[src/rtl/hier_node_seq_if.sv]
`default_nettype none
// ============================================================================
// Module   : hier_node_seq_if
// Purpose  : Bundles the parent handshake and child channel signals of one
//            hierarchy-tree node so a level of the tree connects with a
//            single port.
// Modports : slave  - the node controller (hier_node_seq)
//            master - the parent plus the child completion sources
// Signals  : start_i       parent start request (1-cycle)
//            child_en_i    per-child enable, latched on accepted start
//            child_start_o per-child launch pulse
//            child_done_i  per-child completion (pulse or level)
//            busy_o        node is working on a start
//            done_o        1-cycle completion pulse to the parent
//            active_idx_o  child awaited in sequential mode, else 0
//            err_o         sticky timeout flag
// Revision : 1.0 - initial release
// ============================================================================
interface hier_node_seq_if #(
    parameter int NUM_CHILDREN = 15,
    parameter int IDX_W        = (NUM_CHILDREN > 1) ? $clog2(NUM_CHILDREN) : 1
);
    logic                    start_i;
    logic [NUM_CHILDREN-1:0] child_en_i;
    logic [NUM_CHILDREN-1:0] child_start_o;
    logic [NUM_CHILDREN-1:0] child_done_i;
    logic                    busy_o;
    logic                    done_o;
    logic [IDX_W-1:0]        active_idx_o;
    logic                    err_o;

    modport slave (
        input  start_i,
        input  child_en_i,
        input  child_done_i,
        output child_start_o,
        output busy_o,
        output done_o,
        output active_idx_o,
        output err_o
    );

    modport master (
        output start_i,
        output child_en_i,
        output child_done_i,
        input  child_start_o,
        input  busy_o,
        input  done_o,
        input  active_idx_o,
        input  err_o
    );
endinterface
`default_nettype wire

[src/rtl/hier_node_seq.sv]
`default_nettype none
// ============================================================================
// Module   : hier_node_seq
// Purpose  : Parametrised hierarchy-tree node controller. Accepts a start
//            token from its parent, launches the enabled children either one
//            at a time in index order (SEQUENTIAL=1) or all together
//            (SEQUENTIAL=0), collects their completions and returns a single
//            done pulse upward.
// Ports    : clk   - rising-edge clock
//            rst_n - asynchronous active-low reset, synchronous release
//            bus   - hier_node_seq_if.slave (start/enable/done handshakes,
//                    busy, active index, error flag)
// Options  : HIER_NODE_TIMEOUT_EN - when defined, each launch is bounded by
//            TIMEOUT_CYCLES wait cycles; on expiry err_o sets and the node
//            completes normally, abandoning unseen children. When undefined
//            WAIT is unbounded and err_o is tied low.
// Revision : 1.0 - initial release
// ============================================================================
module hier_node_seq #(
    parameter int NUM_CHILDREN   = 15,
    parameter int IDX_W          = (NUM_CHILDREN > 1) ? $clog2(NUM_CHILDREN) : 1,
    parameter bit SEQUENTIAL     = 1'b1,
    parameter int TIMEOUT_CYCLES = 1024
) (
    input  logic           clk,
    input  logic           rst_n,
    hier_node_seq_if.slave bus
);

    if (NUM_CHILDREN < 1 || NUM_CHILDREN > 64 || TIMEOUT_CYCLES < 1) begin : g_param_check
        $error("hier_node_seq: NUM_CHILDREN or TIMEOUT_CYCLES out of range");
    end

    typedef enum logic [1:0] {
        S_IDLE   = 2'd0,
        S_LAUNCH = 2'd1,
        S_WAIT   = 2'd2,
        S_DONE   = 2'd3
    } state_t;

    state_t                  state_q, state_d;
    logic [NUM_CHILDREN-1:0] mask_q, mask_d;
    logic [NUM_CHILDREN-1:0] seen_q, seen_d;
    logic [NUM_CHILDREN-1:0] child_start_q, child_start_d;
    logic                    busy_q, busy_d;
    logic                    done_q, done_d;
    logic [IDX_W-1:0]        active_idx_q, active_idx_d;

    logic [NUM_CHILDREN-1:0] w_pending;
    logic [IDX_W-1:0]        w_next_idx;

`ifdef HIER_NODE_TIMEOUT_EN
    logic [31:0]             wait_cnt_q, wait_cnt_d;
    logic                    err_q, err_d;
`endif

    // Lowest-index enabled child that has not completed yet. Scanning from the
    // top down lets the last hit (the lowest index) win.
    always_comb begin
        w_pending  = mask_q & ~seen_q;
        w_next_idx = '0;
        for (int i = NUM_CHILDREN - 1; i >= 0; i--) begin
            if (w_pending[i]) begin
                w_next_idx = IDX_W'(i);
            end
        end
    end

    always_comb begin
        state_d       = state_q;
        mask_d        = mask_q;
        seen_d        = seen_q;
        child_start_d = '0;
        busy_d        = busy_q;
        done_d        = 1'b0;
        active_idx_d  = active_idx_q;
`ifdef HIER_NODE_TIMEOUT_EN
        wait_cnt_d    = wait_cnt_q;
        err_d         = err_q;
`endif

        case (state_q)
            S_IDLE: begin
                if (bus.start_i) begin
                    mask_d       = bus.child_en_i;
                    seen_d       = '0;
                    busy_d       = 1'b1;
                    active_idx_d = '0;
`ifdef HIER_NODE_TIMEOUT_EN
                    err_d        = 1'b0;
`endif
                    // An empty enable set has nothing to launch.
                    state_d      = (|bus.child_en_i) ? S_LAUNCH : S_DONE;
                end
            end

            S_LAUNCH: begin
`ifdef HIER_NODE_TIMEOUT_EN
                wait_cnt_d = '0;
`endif
                if (SEQUENTIAL) begin
                    child_start_d[w_next_idx] = 1'b1;
                    active_idx_d              = w_next_idx;
                end else begin
                    child_start_d = mask_q;
                end
                state_d = S_WAIT;
            end

            S_WAIT: begin
                // Completions of unmasked children never reach the seen vector;
                // a done coincident with its launch pulse is captured here too.
                seen_d = seen_q | (bus.child_done_i & mask_q);
                if (SEQUENTIAL) begin
                    if (seen_d[active_idx_q]) begin
                        state_d = (|(mask_q & ~seen_d)) ? S_LAUNCH : S_DONE;
                    end
                end else if ((seen_d & mask_q) == mask_q) begin
                    state_d = S_DONE;
                end
`ifdef HIER_NODE_TIMEOUT_EN
                if (state_d == S_WAIT) begin
                    wait_cnt_d = wait_cnt_q + 32'd1;
                    if (wait_cnt_d == 32'(TIMEOUT_CYCLES)) begin
                        err_d   = 1'b1;
                        state_d = S_DONE;
                    end
                end
`endif
                if (state_d == S_DONE) begin
                    active_idx_d = '0;
                end
            end

            S_DONE: begin
                busy_d  = 1'b0;
                done_d  = 1'b1;
                state_d = S_IDLE;
            end

            default: begin
                state_d = S_IDLE;
            end
        endcase
    end

    always_ff @(posedge clk or negedge rst_n) begin
        if (!rst_n) begin
            state_q       <= S_IDLE;
            mask_q        <= '0;
            seen_q        <= '0;
            child_start_q <= '0;
            busy_q        <= 1'b0;
            done_q        <= 1'b0;
            active_idx_q  <= '0;
        end else begin
            state_q       <= state_d;
            mask_q        <= mask_d;
            seen_q        <= seen_d;
            child_start_q <= child_start_d;
            busy_q        <= busy_d;
            done_q        <= done_d;
            active_idx_q  <= active_idx_d;
        end
    end

`ifdef HIER_NODE_TIMEOUT_EN
    always_ff @(posedge clk or negedge rst_n) begin
        if (!rst_n) begin
            wait_cnt_q <= '0;
            err_q      <= 1'b0;
        end else begin
            wait_cnt_q <= wait_cnt_d;
            err_q      <= err_d;
        end
    end

    assign bus.err_o = err_q;
`else
    assign bus.err_o = 1'b0;
`endif

    // All outputs come straight from registers, so they are glitch-free and
    // drop to zero as soon as reset asserts.
    assign bus.child_start_o = child_start_q;
    assign bus.busy_o        = busy_q;
    assign bus.done_o        = done_q;
    assign bus.active_idx_o  = active_idx_q;

endmodule
`default_nettype wire

[src/flat_wrapper.sv]
// flat-port wrapper written by rule: the top's interface ports become plain ports
module hier_node_seq_flat 
#(
    parameter int NUM_CHILDREN   = 15,
    parameter int IDX_W          = (NUM_CHILDREN > 1) ? $clog2(NUM_CHILDREN) : 1,
    parameter bit SEQUENTIAL     = 1'b1,
    parameter int TIMEOUT_CYCLES = 1024
)
  (clk, rst_n, bus_start_i, bus_child_en_i, bus_child_done_i, bus_child_start_o, bus_busy_o, bus_done_o, bus_active_idx_o, bus_err_o);
  hier_node_seq_if #(.NUM_CHILDREN(NUM_CHILDREN), .IDX_W(IDX_W)) bus_i ();
  input  logic clk;
  input  logic rst_n;
  input wire logic [$bits(bus_i.start_i)-1:0] bus_start_i;
  input wire logic [$bits(bus_i.child_en_i)-1:0] bus_child_en_i;
  input wire logic [$bits(bus_i.child_done_i)-1:0] bus_child_done_i;
  output wire logic [$bits(bus_i.child_start_o)-1:0] bus_child_start_o;
  output wire logic [$bits(bus_i.busy_o)-1:0] bus_busy_o;
  output wire logic [$bits(bus_i.done_o)-1:0] bus_done_o;
  output wire logic [$bits(bus_i.active_idx_o)-1:0] bus_active_idx_o;
  output wire logic [$bits(bus_i.err_o)-1:0] bus_err_o;
  assign bus_i.start_i = bus_start_i;
  assign bus_i.child_en_i = bus_child_en_i;
  assign bus_i.child_done_i = bus_child_done_i;
  assign bus_child_start_o = bus_i.child_start_o;
  assign bus_busy_o = bus_i.busy_o;
  assign bus_done_o = bus_i.done_o;
  assign bus_active_idx_o = bus_i.active_idx_o;
  assign bus_err_o = bus_i.err_o;
  hier_node_seq #(.NUM_CHILDREN(NUM_CHILDREN), .IDX_W(IDX_W), .SEQUENTIAL(SEQUENTIAL), .TIMEOUT_CYCLES(TIMEOUT_CYCLES)) u_core (.clk(clk), .rst_n(rst_n), .bus(bus_i));
endmodule
[config.mk]
export PLATFORM = sky130hd
export DESIGN_NAME = hier_node_seq_flat
export DESIGN_NICKNAME = d
export VERILOG_FILES = /design/src/rtl/hier_node_seq_if.sv /design/src/rtl/hier_node_seq.sv /design/src/flat_wrapper.sv
export SDC_FILE = /design/constraint.sdc
export NUM_CORES = 1
export LEC_CHECK = 0
export ABC_AREA = 0
export CELL_PAD_IN_SITES_DETAIL_PLACEMENT = 1
export CELL_PAD_IN_SITES_GLOBAL_PLACEMENT = 2
export CORE_ASPECT_RATIO = 1.2
export CORE_MARGIN = 2
export CORE_UTILIZATION = 25
export CTS_BUF_LIST = sky130_fd_sc_hd__clkbuf_4
export DETAILED_ROUTE_END_ITERATION = 7
export HOLD_SLACK_MARGIN = 0.1
export PLACE_DENSITY = 0.78
export SLEW_MARGIN = 0
export SYNTH_ARGS = -nofsm -noshare
export SYNTH_HDL_FRONTEND = slang
export SYNTH_SLANG_ARGS = --single-unit
[constraint.sdc]
create_clock -name clk -period 6.6 [get_ports clk]
set_clock_uncertainty 0.2 [all_clocks]
set_input_delay 1.98 -clock clk [delete_from_list [all_inputs] [get_ports clk]]
set_output_delay 1.98 -clock clk [all_outputs]
set_load 0.03 [all_outputs]
==> summary.md <==
| Metric | Value |
|---|---|
| Top-area cell type share of the netlist area | `0.517` |
| Comb pwr share | `0.064` |
| Setup crit end kind | `flop` |
| Root Buffer | `clkbuf_4` |
| Yosys warning count | `0` |
| First-pass GRT wire length | `roughly 12 mm` |
| Rows | `40` |
| Primary FF master, synth | `dfrtp_1` |
| HPWL after DPL | `6.10 mm` |
| Top fanout value on the critical path | `4` |
| GRT Total Usage | `0.147` |
| H-tree Lvls | `2` |
| Initial antenna violation count | `0` |
| Seq cells post-synth | `53` |
| Area after DPL | `between 0.003 and 0.004 sq mm` |
| Critical path's most frequent cell | `or4_1` |
| Syn Area/Cell | `approximately 9 sq um` |
| Clock share of power | `0.308` |
| Switch share | `0.253` |
| R2R cell count | `6` |
| GP Congestion | `about 0.8` |
| CTS-repair resized insts | `0` |
| Number of global-route vias before repair | `about 2300` |
| DP Worst Slack | `2.04 ns` |
| Final instance area | `approximately 0.0033 sq mm` |
| Reg2reg end | `u_core.bus.active_idx_o[1]$_DFFE_PN0P_` |
| Worst Hold Launch | `u_core.seen_q[9]$_DFFE_PN0P_` |
| P_int | `386 uW` |
| Largest net degree at the start of global routing | `54` |
| Chip height | `around 110 um` |
| Post-DRT Antenna Nets | `0` |
| Worst Hold Depth | `2` |
| Max incr delay on CP | `0.57 ns` |
| Post-Synth XOR/XNOR Area | `0` |
| Sw Pwr | `between 100 and 150 uW` |
| Maximum root-to-sink buffer count | `2` |
| Number of synthesized flops with an enable pin | `0` |
| CP max stage cell | `or4_1` |
| Cells after Synth | `slightly below 300` |
| I/O Pins | `55` |
| Antenna fix cells | `0` |
| Worst vdd ir | `71.0 uV` |
| Setup_tns | `0 ns` |
| Nets@finish | `376` |
| List of most frequent post-synthesis cells | `nand2_1 (65), dfrtp_1 (53), nor2_1 (31), nand2b_1 (15), a31oi_1 (14)` |
| Synth area leader | `dfrtp_1` |
| Critical path arrival | `4.24 ns` |
| Crit path launch type | `input port` |
| Share of layout cells above drive strength 1 | `0.0523` |
| Worst path cell trace | `clkdlybuf4s50_1 > inv_1 > o2bb2ai_1 > or4_1 > or4_1 > and4bb_2 > o22ai_1` |
| Die X | `96.5 um` |
| Sequential area share after synthesis | `0.517` |
| Status | `complete, no violations` |
| Number of DRC violations after detailed-routing iteration 0 | `107` |
| Non-Filler Instances | `470` |
| Crit Path Class | `input port to flop` |
| Setup Viol. Count Final | `0` |
| Post-Syn Nets | `322` |
| Area grow syn2layout | `28.5%` |
| TritonCTS Buffers | `5` |
| Slew Limit Headroom | `0.548` |
| DR vias/cell | `4.89` |
| Mux contribution to synthesized area | `0` |
| Core box area | `between 0.01 and 0.015 sq mm` |
| Crit path time final | `4.12 ns` |
| Max-cap check violation count | `0` |
| DRC Markers | `0` |
| Average routed wire per standard cell | `16.6 um` |
| CP required | `6.72 ns` |
| Min-Delay Path Class | `flop to flop` |
| Final Hold Viols | `0` |
| Tot Pwr | `between 500 and 600 uW` |
| Dpl cells | `462` |
| Synth Area in Compound Gates | `0.175` |
| Total global routing overflow | `0` |
| Tightest Pin Transition | `0.678 ns` |
| Adder-cell share of the synthesized area | `0` |
| PD cells | `157 mW/mm^2` |
| Worst skew pair latency | `0.42 ns` |
| Reg-to-Reg Start | `u_core.mask_q[14]$_DFFE_PN0P_` |
| Setup ws final | `between 2 and 2.5 ns` |
| CP delay by family, top | `simple AND/OR/NAND/NOR gates` |
| Pleak | `0.00153 uW` |
| Vias | `2300` |
| Clock sink total | `53` |
| Mapped cell area | `0.00256 sq mm` |
| Max Freq | `242 MHz` |
| Final Max Tran Viols | `0` |
| Async SR Flop Fraction | `1.00` |
| Initial core utilization | `0.256` |
| Wirelength, routed | `7.79 mm` |
| RSZ-0062 raised after global routing | `false` |
| Fill cell count | `1219` |
| Total die area | `0.0111 sq mm` |
| Largest family of logic cells by synthesized area | `simple AND/OR/NAND/NOR gates` |
| Synth unique cells | `43` |
| CTS tree | `built` |
| Cell with the most instances after synthesis | `nand2_1` |
| Worst hold endpoint | `u_core.seen_q[9]$_DFFE_PN0P_` |
| Hold_buf cts | `0` |
| R2R Setup Slk | `roughly 4 ns` |
| CTS clk-pin slew, worst paths | `0.19 ns` |
| Post-CTS Setup Bufs | `0` |
| PortBufs | `53` |
| Pre-antenna DRT Iters | `4` |
| Seq pwr share | `0.628` |
| WP buf/inv | `2` |
| Synth top area cells | `dfrtp_1 (52%), nand2_1 (9.5%), nor2_1 (4.5%)` |
| Part of the cycle the worst path needs | `0.625` |
| Post-Synth Simple-Gate Area | `0.277` |
==> through the flow <==
step            util  hold WS, ns
2_1_floorplan      -        0.264
3_3_place_gp   0.323        0.278
3_5_place_dp   0.323        0.301
4_1_cts        0.329        0.341
5_1_grt        0.329        0.371
6_report       0.329        0.335
==> power groups by stage <==
stage | clock (uW) | sequential, uW | combinational [uW]
after floorplan | 0 | 331 | 2.24
after global placement | 0 | 331 | 33.1
after detailed placement | 0 | 331 | 33.6
after CTS | 164 | 325 | 33.8
after global routing | 178 | 325 | 35.8
final | 159 | 325 | 32.9
==> worst max path at each step <==
stage / start / end / slack [ns] / depth (start not counted)
6_report: bus_child_done_i[14] / u_core.bus.active_idx_o[1]$_DFFE_PN0P_ / 2.48 / 7
3_3_place_gp: bus_child_done_i[14] / u_core.bus.active_idx_o[1]$_DFFE_PN0P_ / 2.08 / 7
2_1_floorplan: bus_child_done_i[14] / u_core.bus.active_idx_o[1]$_DFFE_PN0P_ / 2.74 / 6
4_1_cts: u_core.bus.active_idx_o[0]$_DFFE_PN0P_ / bus_active_idx_o[0] / 2.50 / 1
5_1_grt: bus_child_done_i[14] / u_core.bus.active_idx_o[1]$_DFFE_PN0P_ / 2.43 / 7
3_5_place_dp: bus_child_done_i[14] / u_core.bus.active_idx_o[1]$_DFFE_PN0P_ / 2.04 / 7
==> layout by cell type (no fill, tap or decap), types with 3 or more instances in the layout <==
| master | instances |
|---|---|
| nor4_1 | 4 |
| buf_4 | 3 |
| o21ai_1 | 3 |
| dfrtp_1 | 53 |
| clkdlybuf4s50_1 | 52 |
| nand2_1 | 65 |
| a31oi_1 | 14 |
| nand3_1 | 7 |
| nor2_1 | 31 |
| o22ai_1 | 5 |
| and2_1 | 4 |
| inv_1 | 10 |
| clkbuf_4 | 5 |
| nor2b_1 | 7 |
| o21ai_0 | 8 |
| a21oi_1 | 10 |
| a211oi_1 | 9 |
| nand2b_1 | 15 |
==> kinds of logic (layout without fill, tap and decap cells) <==
| group | after synthesis | in the layout |
|---|---|---|
| other | 1 | 1 |
| AO/OA/AOI/OAI | 67 | 67 |
| buffers and inverters | 19 | 74 |
| AND/OR/NAND/NOR | 149 | 149 |
| flip-flops | 53 | 53 |
==> registers in the layout, summed over array words and instances, names as in the netlist <==
register                  cells
u_core.bus.child_start_o     15
u_core.mask_q                15
u_core.seen_q                15
u_core.bus.active_idx_o       4
u_core.state_q                2
u_core.bus.busy_o             1
u_core.bus.done_o             1
==> layout make-up <==
| class | count | area, sq um | area share |
|---|---|---|---|
| clock buffer | 5 | 37.5 | 0.0114 |
| clock inverter | 3 | 25.0 | 0.00759 |
| inverter | 10 | 37.5 | 0.0114 |
| multi-input combinational | 217 | 1160 | 0.353 |
| sequential | 53 | 1330 | 0.402 |
| tap | 126 | 158 | 0.0478 |
| timing repair buffer | 56 | 548 | 0.166 |
==> worst register-to-register path, cell delays in order, from the launching register on <==
cell and delay (ns):
dfrtp_1 0.45, nor2b_4 0.16, o2bb2ai_1 0.14, or4_1 0.53, or4_1 0.57, and4bb_2 0.38
o22ai_1 0.09
==> per-layer routing <==
layer  wire length (um)  vias up  global-route usage
met5                  0        -                   0
met4                200        0              0.0516
met3                312       14              0.0282
met2               3840       62               0.244
met1               3430     1112               0.191
li1                   -     1112                   -
(Power assumes the default switching activity.)
